File: config.mk
export PLATFORM = sky130hd
export DESIGN_NAME = tdm_demux4
export DESIGN_NICKNAME = d
export VERILOG_FILES = /design/src/rtl/tdm_pkg.sv /design/src/rtl/tdm_slot_counter.sv /design/src/rtl/tdm_demux4.sv
export SDC_FILE = /design/constraint.sdc
export NUM_CORES = 1
export LEC_CHECK = 0
export BUFFER_PORTS_ARGS = -buffer_cell sky130_fd_sc_hd__buf_2
export CORE_AREA = 2 2 44 46
export DETAILED_ROUTE_END_ITERATION = 8
export DIE_AREA = 0 0 46 48
export GPL_TIMING_DRIVEN = 0
export PLACE_DENSITY = 0.9
export SYNTH_ARGS = -nofsm -noshare
export SYNTH_HDL_FRONTEND = slang
export SYNTH_SLANG_ARGS = --single-unit
File: constraint.sdc
create_clock -name clk -period 5.5 [get_ports clk]
set_input_delay 1.1 -clock clk [delete_from_list [all_inputs] [get_ports clk]]
set_output_delay 1.1 -clock clk [all_outputs]
set_load 0.02 [all_outputs]
File: src/rtl/tdm_pkg.sv
// tdm_pkg: shared definitions for the TDM transmit sequencer and receive demux.
// Frame geometry, default sizing and the receive-side alignment state encoding.
// Optional macro TDM_DEMUX_PARITY_EN adds one even-parity beat per frame.
package tdm_pkg;

    // Frame-alignment states of the receiver.
    typedef enum logic [1:0] {
        ST_HUNT   = 2'd0,
        ST_CHECK  = 2'd1,
        ST_LOCKED = 2'd2
    } tdm_state_e;

    localparam int TDM_N_SLOTS     = 4;
`ifdef TDM_DEMUX_PARITY_EN
    // Counter must reach N_SLOTS to address the trailing parity beat.
    localparam int TDM_SLOT_W      = 3;
`else
    localparam int TDM_SLOT_W      = 2;
`endif
    localparam int TDM_LOCK_FRAMES = 2;

    // Number of enabled beats making up one frame.
    function automatic int tdm_frame_beats(input int n_slots);
`ifdef TDM_DEMUX_PARITY_EN
        return n_slots + 1;
`else
        return n_slots;
`endif
    endfunction

endpackage

File: src/rtl/tdm_slot_counter.sv
// tdm_slot_counter: slot index counter for the TDM receiver.
// Counts enabled beats, wraps at the terminal count, and can be cleared to 0
// (lost alignment) or loaded with 1 (a strobe just realigned slot 0).
module tdm_slot_counter #(
    parameter int SLOT_W = 2,
    parameter int TC     = 3
) (
    input  logic              clk,
    input  logic              rst_n,
    input  logic              en_i,
    input  logic              clr_i,
    input  logic              load1_i,
    output logic [SLOT_W-1:0] cnt_o
);

    localparam logic [SLOT_W-1:0] TC_V = SLOT_W'(TC);

    logic [SLOT_W-1:0] cnt_q;
    logic [SLOT_W-1:0] cnt_d;

    // Next count: clear beats realign, realign beats advance, advance wraps.
    always_comb begin
        // NOTE: default first so every path assigns cnt_d and no latch is inferred.
        cnt_d = cnt_q;
        if (clr_i) begin
            cnt_d = '0;
        end else if (load1_i) begin
            cnt_d = SLOT_W'(1);
        end else if (en_i) begin
            cnt_d = (cnt_q == TC_V) ? '0 : cnt_q + SLOT_W'(1);
        end
    end

    // Count register.
    always_ff @(posedge clk or negedge rst_n) begin
        // NOTE: non-blocking updates so all flops sample pre-edge values together.
        if (!rst_n) cnt_q <= '0;
        else        cnt_q <= cnt_d;
    end

    assign cnt_o = cnt_q;

endmodule

File: src/rtl/tdm_demux4.sv
// tdm_demux4: TDM serial-to-parallel receiver with frame-strobe alignment.
// Hunts for the slot-0 strobe, confirms LOCK_FRAMES aligned strobes, then
// rebuilds each frame into a registered word y with a one-cycle y_valid.
// Optional macro TDM_DEMUX_PARITY_EN appends an even-parity beat and par_err.
module tdm_demux4
    import tdm_pkg::*;
#(
    parameter int N_SLOTS     = TDM_N_SLOTS,
    parameter int SLOT_W      = TDM_SLOT_W,
    parameter int LOCK_FRAMES = TDM_LOCK_FRAMES
) (
    input  logic               clk,
    input  logic               rst_n,
    input  logic               en,
    input  logic               din,
    input  logic               frame,
    output logic [N_SLOTS-1:0] y,
    output logic               y_valid,
    output logic [SLOT_W-1:0]  slot,
    output logic               locked,
    output logic               sync_err
`ifdef TDM_DEMUX_PARITY_EN
    ,
    output logic               par_err
`endif
);

    // Headroom of one above LOCK_FRAMES so good+1 never wraps.
    localparam int                GOOD_W    = $clog2(LOCK_FRAMES + 2);
    localparam int                LAST_IDX  = tdm_frame_beats(N_SLOTS) - 1;
    localparam logic [SLOT_W-1:0] LAST_SLOT = SLOT_W'(LAST_IDX);
    localparam logic [GOOD_W-1:0] LOCK_CNT  = GOOD_W'(LOCK_FRAMES);

    tdm_state_e         state_q, state_d;
    logic [GOOD_W-1:0]  good_q, good_d;
    logic [N_SLOTS-1:0] shadow_q, shadow_d;
    logic [N_SLOTS-1:0] y_q, y_d;
    logic               y_valid_q, y_valid_d;
    logic               sync_err_q, sync_err_d;
    logic               locked_q, locked_d;
`ifdef TDM_DEMUX_PARITY_EN
    logic               par_err_q, par_err_d;
`endif
    logic [SLOT_W-1:0]  slot_q;
    logic               cnt_adv, cnt_clr, cnt_load1;
    logic               sh_wr, sh_realign, err;

    tdm_slot_counter #(
        .SLOT_W (SLOT_W),
        .TC     (LAST_IDX)
    ) u_slot_counter (
        .clk     (clk),
        .rst_n   (rst_n),
        .en_i    (cnt_adv),
        .clr_i   (cnt_clr),
        .load1_i (cnt_load1),
        .cnt_o   (slot_q)
    );

    // State register.
    always_ff @(posedge clk or negedge rst_n) begin
        if (!rst_n) state_q <= ST_HUNT;
        else        state_q <= state_d;
    end

    // Next-state and alignment control: one decision per enabled beat.
    always_comb begin
        state_d    = state_q;
        good_d     = good_q;
        cnt_adv    = 1'b0;
        cnt_clr    = 1'b0;
        cnt_load1  = 1'b0;
        sh_wr      = 1'b0;
        sh_realign = 1'b0;
        err        = 1'b0;
        if (en) begin
            case (state_q)
                ST_HUNT: begin
                    if (frame) begin
                        cnt_load1  = 1'b1;
                        sh_realign = 1'b1;
                        good_d     = GOOD_W'(1);
                        state_d    = (LOCK_FRAMES == 1) ? ST_LOCKED : ST_CHECK;
                    end
                end
                default: begin
                    if (slot_q == '0) begin
                        if (frame) begin
                            cnt_adv = 1'b1;
                            sh_wr   = 1'b1;
                            if (state_q == ST_CHECK) begin
                                good_d = good_q + GOOD_W'(1);
                                if (good_d >= LOCK_CNT) state_d = ST_LOCKED;
                            end
                        end else begin
                            // Strobe missing where slot 0 was expected.
                            err     = 1'b1;
                            cnt_clr = 1'b1;
                            good_d  = '0;
                            state_d = ST_HUNT;
                        end
                    end else if (frame) begin
                        // Strobe arrived early: this beat becomes slot 0.
                        err        = 1'b1;
                        cnt_load1  = 1'b1;
                        sh_realign = 1'b1;
                        good_d     = GOOD_W'(1);
                        state_d    = ST_CHECK;
                    end else begin
                        cnt_adv = 1'b1;
                        sh_wr   = 1'b1;
                    end
                end
            endcase
        end
    end

    // Shadow update: realign writes slot 0, normal beats write the current slot.
    always_comb begin
        shadow_d = shadow_q;
        if (sh_realign) begin
            shadow_d[0] = din;
        end else if (sh_wr) begin
            for (int i = 0; i < N_SLOTS; i++) begin
                if (slot_q == SLOT_W'(i)) shadow_d[i] = din;
            end
        end
    end

    // Output decode: publish the word on the final beat of a locked frame.
    always_comb begin
        y_d        = y_q;
        y_valid_d  = 1'b0;
        sync_err_d = err;
        locked_d   = (state_d == ST_LOCKED);
`ifdef TDM_DEMUX_PARITY_EN
        par_err_d  = 1'b0;
`endif
        if (en && state_q == ST_LOCKED && slot_q == LAST_SLOT && !frame) begin
`ifdef TDM_DEMUX_PARITY_EN
            if ((^shadow_q) == din) begin
                y_d       = shadow_q;
                y_valid_d = 1'b1;
            end else begin
                par_err_d = 1'b1;
            end
`else
            y_d       = shadow_d;
            y_valid_d = 1'b1;
`endif
        end
    end

    // Datapath and output registers.
    always_ff @(posedge clk or negedge rst_n) begin
        if (!rst_n) begin
            good_q     <= '0;
            // NOTE: shadow is a small register file cleared on reset so a partial
            // frame never leaks stale bits into the first word after reset.
            shadow_q   <= '0;
            y_q        <= '0;
            y_valid_q  <= 1'b0;
            sync_err_q <= 1'b0;
            locked_q   <= 1'b0;
        end else begin
            good_q     <= good_d;
            shadow_q   <= shadow_d;
            y_q        <= y_d;
            y_valid_q  <= y_valid_d;
            sync_err_q <= sync_err_d;
            locked_q   <= locked_d;
        end
    end

`ifdef TDM_DEMUX_PARITY_EN
    // Parity error flag register.
    always_ff @(posedge clk or negedge rst_n) begin
        if (!rst_n) par_err_q <= 1'b0;
        else        par_err_q <= par_err_d;
    end

    assign par_err  = par_err_q;
`endif

    assign y        = y_q;
    assign y_valid  = y_valid_q;
    assign slot     = slot_q;
    assign locked   = locked_q;
    assign sync_err = sync_err_q;

endmodule

==> flow_summary.ini, run 1 <==
[status]
outcome = finished, final reports clean

[global_route]
track_usage_pct = 19.92
antenna_found_initial = 0
gr-total-overflow = 0
grt_max_degree = 18
grt_pass1_wl_um = 3036
grt_pass1_vias = 706

[clocking]
cts_tree = yes
root_buffer = clkbuf_4
ctsResizeCount = 0
cts_sinks = 17
clk-insertion-delay-late_ps = 310
h-tree-depth = 1
cts_hold_buffers = 0
clkTransAtPathRegs_ps = 100
numCtsBuffers = 3
post-cts-setup-buffers = 0
clockBufferDepth = 2

[logic_synthesis]
synth_ff_type = dfrtp_1
ys_seq_elements = 17
seq_area_frac_synth_pct = 44.39
synth_area_leader_cell = dfrtp_1
yosysWarnings = 0
async_reset_ff_share_pct = 100.0
synth_top_family_by_area = compound AO/OA/AOI/OAI gates
synth_edf_count = 0
syn_area_um2 = 958.4
ys_types = 29
synth_fa_ha_area_share_pct = 9.138
synth_xor_area_share_pct = 0.9138
yosys-top-cells-area = dfrtp_1, ha_1, mux2_4
synthSimpleGateAreaFrac_pct = 12.40
synth_cells = 90
avgSynthCellArea_um2 = 10.65
muxShareOfSynthArea_pct = 10.97
syn_nets = 102
synth.top_cell.area_share_pct = 44.39
synth_compound_area_share_pct = 15.80

[worst_hold_path]
min_path_cells = 1
hold_class = flop to flop
worstHoldStart = shadow_q[1]$_DFF_PN0_
holdPathEnd = shadow_q[1]$_DFF_PN0_

[critical_path]
critPathKind = input port to flop
r2r_cells = 8
rr_startpoint = u_slot_counter.cnt_o[0]$_DFFE_PN0P_
crit_fanout = 8
start_kind = input port
cpPeakStageDelay_ps = 380
rrSetupSlack_ps = 3040
cp-end-kind = flop
critical-path-top-delay-family = multiplexers
path_buf_inv = 2
crit_path_cell_trace = buf_2 -> inv_1 -> ha_1 -> o211ai_2 -> nor3b_1 -> mux2_4 -> mux2_2
slowest_stage = ha_1
cp.required_ps = 5690
arrival_ps = 2790
r2r-end = y[2]$_DFFE_PN0P_

[power_and_ir_drop]
p_leak_uw = 0.0005446
ir_drop_uv = 247.8
power_frac_comb_pct = 50.0
power_density_mw_per_mm2 = 489.6
p_clk_share_pct = 13.5
swShare_pct = 41.15
internal_power_uw = 309.0
power.total_uw = 525.0
pwr-share-seq_pct = 36.4
p_sw_uw = 216.0

[floorplanning]
die_h_um = 48
core_mm2 = 0.001689
num_rows = 15
io_pins = 14
die_area_mm2 = 0.002208
start_util_pct = 56.74
die_w_um = 46

[timing]
finalHoldViolations = 0
worst_slew_pin_slew_ps = 363.7
tns_ps = 0
skew_ps = 15.73
min_period_over_period_pct = 47.25
drv_slew = 0
fmax_ghz = 0.3848
rsz0062_at_grt = false
fin_crit_ps = 2599
finalSetupViolCount = 0
relSlewSlack_pct = 75.50

[finish]
antenna_cells = 0
mostFrequentLayoutCells = dfrtp_1, buf_2, nand2_1, o21ai_0
synthToLayoutAreaGrowth_pct = 11.88
final_nets = 120
final_common_cell = dfrtp_1
drive_above_1_share_pct = 30.84

[place]
numPortBuffers = 13
dp_hpwl_um = 1295
place_congestion = 0.8326

[route]
routed_wire_length_per_instance_um = 14.70
detailedRoute.firstPassIterationCount = 4
vias_per_cell = 5.815
drcViolationCount = 0
wl_um = 1823
drt_iter0_drc = 24
vias = 721
ant_nets = 0

[flow_run]
cap_violations = 0
[registers in the layout, indices dropped and copies added, names as in the netlist]
register and count:
y_valid 1, locked 1, shadow_q 4, good_q 2, sync_err 1, y 4
state_q 2, u_slot_counter.cnt_o 2
[stage by stage]
step	hold slack, ps	utilization, %	worst slack [ps]	std cells	area, um2
floorplan	465.3	-	2956	90	958.4
global placement	473.9	61.85	2648	120	1045
detailed placement	477.8	61.85	2608	120	1045
CTS	502.1	63.48	2924	124	1072
global route	520.6	63.48	2838	124	1072
finish	497.3	63.48	2901	124	1072
[worst max-delay path by stage]
stage                     slack (ps)               end  startpoint  cells past startpoint
after floorplan                 2960  y[1]$_DFFE_PN0P_       frame                      6
after global placement          2650  y[1]$_DFFE_PN0P_       frame                      7
after detailed placement        2610  y[1]$_DFFE_PN0P_       frame                      7
after CTS                       2920  y[1]$_DFFE_PN0P_       frame                      7
after global routing            2840  y[2]$_DFFE_PN0P_       frame                      7
final                           2900  y[1]$_DFFE_PN0P_       frame                      7
[layout make-up]
type / instances / area [um2]
clock inverters: 1 / 5.005
well taps: 17 / 21.27
repair buffers: 13 / 65.06
clock buffers: 3 / 22.52
inverters: 7 / 26.28
fillers: 141 / 616.8
multi-input cells: 61 / 471.7
plain buffers: 5 / 35.03
flip-flops and latches: 17 / 425.4
[per-layer routing]
layer,wire [um],global-route usage [%],share of wire [%]
met1,847,24.47,46
met2,853,33.06,47
met3,69,3.396,3.8
met4,52,11.43,2.9
met5,0,0,0
[logic make-up after synthesis]
group / after synthesis
adders and majority gates: 7
and+or+nand+nor: 23
DFF: 17
xor gates and xnor gates: 1
AOI/OAI and AO/OA: 22
buffers and inverters: 12
muxes: 8
[Yosys cell counts (2+ instances only)]
master / count
o21ai_0: 9
buf_4: 2
mux2_4: 4
o211ai_2: 3
dfrtp_1: 17
a21oi_1: 4
nand2_1: 9
mux2_2: 4
nor2b_1: 2
nor3b_1: 3
inv_1: 7
nor2_1: 3
ha_1: 7
[power groups by stage]
stage	sequential (uW)	combinational [uW]	clock, uW
after floorplan	211	180	0
after global placement	192	249	0
after detailed placement	194	259	0
after CTS	192	262	72.5
after global routing	198	293	79.4
final	191	263	70.9
Note: power is estimated with default switching activity, not from simulation.
==> inputs of run 2 (changes only) <==
--- a/config.mk
+++ b/config.mk
@@ -6,11 +6,11 @@
 export NUM_CORES = 1
 export LEC_CHECK = 0
 export BUFFER_PORTS_ARGS = -buffer_cell sky130_fd_sc_hd__buf_2
-export CORE_AREA = 2 2 44 46
+export CORE_AREA = 2 2 46 48
 export DETAILED_ROUTE_END_ITERATION = 8
-export DIE_AREA = 0 0 46 48
+export DIE_AREA = 0 0 48 50
 export GPL_TIMING_DRIVEN = 0
-export PLACE_DENSITY = 0.9
+export PLACE_DENSITY = 0.84
 export SYNTH_ARGS = -nofsm -noshare
 export SYNTH_HDL_FRONTEND = slang
 export SYNTH_SLANG_ARGS = --single-unit
==> constraint.sdc (replaced) <==
create_clock -name clk -period 2.4 [get_ports clk]
set_input_delay 0.48 -clock clk [delete_from_list [all_inputs] [get_ports clk]]
set_output_delay 0.48 -clock clk [all_outputs]
set_load 0.02 [all_outputs]
==> run 2 against run 1 <==
  * Combinational power increased by 130%
  * Clock-buffer cell count increased by 1
  * Final cell count increased by 8.1%
  * Die area increased by 8.7%
  * Total power increased by 130%
  * Critical endpoint unchanged
  * Setup slack got worse by 2800 ps
  * Flip-flop and latch count unchanged
  * Critical path depth unchanged
  * Highest routed layer is now met3
  * Largest power group unchanged
  * Final area increased by 1.4%
  * Largest cell class unchanged
==> flow_summary.ini, run 2 (synthesis results as in run 1) <==
[status]
outcome = finished, final reports clean

[timing]
fmax_ghz = 0.4429
finalHoldViolations = 0
drv_slew = 0
min_period_over_period_pct = 94.09
finalSetupViolCount = 0
fin_crit_ps = 2258
fin_ws_ps = 141.9
tns_ps = 0
rsz0062_at_grt = false
skew_ps = 1.711
relSlewSlack_pct = 76.07
worst_slew_pin_slew_ps = 358.9

[clocking]
cts_sinks = 17
clockBufferDepth = 2
cts_tree = yes
numCtsBuffers = 3
h-tree-depth = 1
clkTransAtPathRegs_ps = 90
clk-insertion-delay-late_ps = 280
root_buffer = clkbuf_4
post-cts-setup-buffers = 0

[route]
ant_nets = 0
wl_um = 1700
drcViolationCount = 0
vias = 714
vias_per_cell = 5.328
detailedRoute.firstPassIterationCount = 4
drt_iter0_drc = 7
routed_wire_length_per_instance_um = 12.69

[finish]
final_nets = 120
fillers = 161
drive_above_1_share_pct = 32.71
antenna_cells = 0
regArea_um2 = 427.9
mostFrequentLayoutCells = dfrtp_1, buf_2, nand2_1, o21ai_0
synthToLayoutAreaGrowth_pct = 13.45
final_common_cell = dfrtp_1
multi_input_area_um2 = 471.7

[critical_path]
crit_path_cell_trace = inv_1 -> ha_1 -> ha_1 -> o211ai_2 -> nor3b_1 -> mux2_4 -> mux2_2
critPathKind = flop to flop
arrival_ps = 2430
rr_startpoint = u_slot_counter.cnt_o[0]$_DFFE_PN0P_
critical-path-top-delay-family = multiplexers
cp.required_ps = 2570
r2r_cells = 7
start_kind = flop
cp-end-kind = flop
slowest_stage = dfrtp_2
cpPeakStageDelay_ps = 410
crit_fanout = 6
crit_start = u_slot_counter.cnt_o[0]$_DFFE_PN0P_
path_buf_inv = 1
crit_cells = 7
cpMostUsedCell = ha_1

[worst_hold_path]
hold_class = input port to asynchronous set/reset pin

[global_route]
gr-total-overflow = 0
grt_pass1_vias = 724
track_usage_pct = 17.49
grt_max_degree = 18
antenna_found_initial = 0
grt_pass1_wl_um = 3098

[floorplanning]
num_rows = 16
core_mm2 = 0.001902
die_h_um = 50
io_pins = 14
start_util_pct = 50.39
die_w_um = 48
die_area_mm2 = 0.002400

[place]
dp_slack_ps = 48.48
place_congestion = 0.8201
dp_hpwl_um = 1283
numPortBuffers = 13

[power_and_ir_drop]
power.total_uw = 1186
ir_drop_uv = 614.1
p_leak_uw = 0.0005430
power_density_mw_per_mm2 = 1091

[flow_run]
cap_violations = 0
==> run 2: worst paths after layout <==
path                                                       endpoint  slack, ps
worst max-delay path                               y[1]$_DFFE_PN0P_        140
worst min-delay path                          good_q[1]$_DFFE_PN0P_        100
worst max register to register                     y[1]$_DFFE_PN0P_        140
worst min register to register                shadow_q[2]$_DFF_PN0_        500
max in group asynchronous       u_slot_counter.cnt_o[1]$_DFFE_PN0P_       2020
min in group clk                              shadow_q[0]$_DFF_PN0_        490
==> run 2: timing repair <==
action	CTS	global route
endpoints found under the setup margin	0	4
resized for setup	0	4
hold buffers	0	0
==> run 2: power by group <==
group	total (uW)	leakage [uW]	internal, uW	switching [uW]
combinational	599	0.000312	267	332
sequential	443	0.000216	386	57.1
clock	144	0.0000150	64.4	79.3
total	1190	0.000543	717	469
==> run 2: metal layers <==
| layer | global-route usage (%) | up-vias | part of all wire, % |
|---|---|---|---|
| met5 | 0 | - | 0 |
| met2 | 27.33 | 13 | 49 |
| met3 | 5.495 | 0 | 3.9 |
| li1 | - | 350 | - |
| met1 | 24.54 | 351 | 47 |
| met4 | 1.351 | 0 | 0 |
==> run 2: area by class of cell <==
cell class,instances,share of cell area [%]
repair buffers,13,5.984
multi-input cells,61,43.38
well taps,27,3.107
flip-flops and latches,17,39.36
inverters,7,2.417
clock buffers,4,2.417
plain buffers,5,3.337
==> run 2: stage by stage <==
step	cells	area (um2)	utilization, %	hold WS [ps]
after floorplan	90	958.4	-	184.4
after global placement	130	1057	55.59	404.3
after detailed placement	130	1057	55.59	415.6
after CTS	134	1084	56.97	100.1
after global routing	134	1087	57.17	124.2
final	134	1087	57.17	95.36
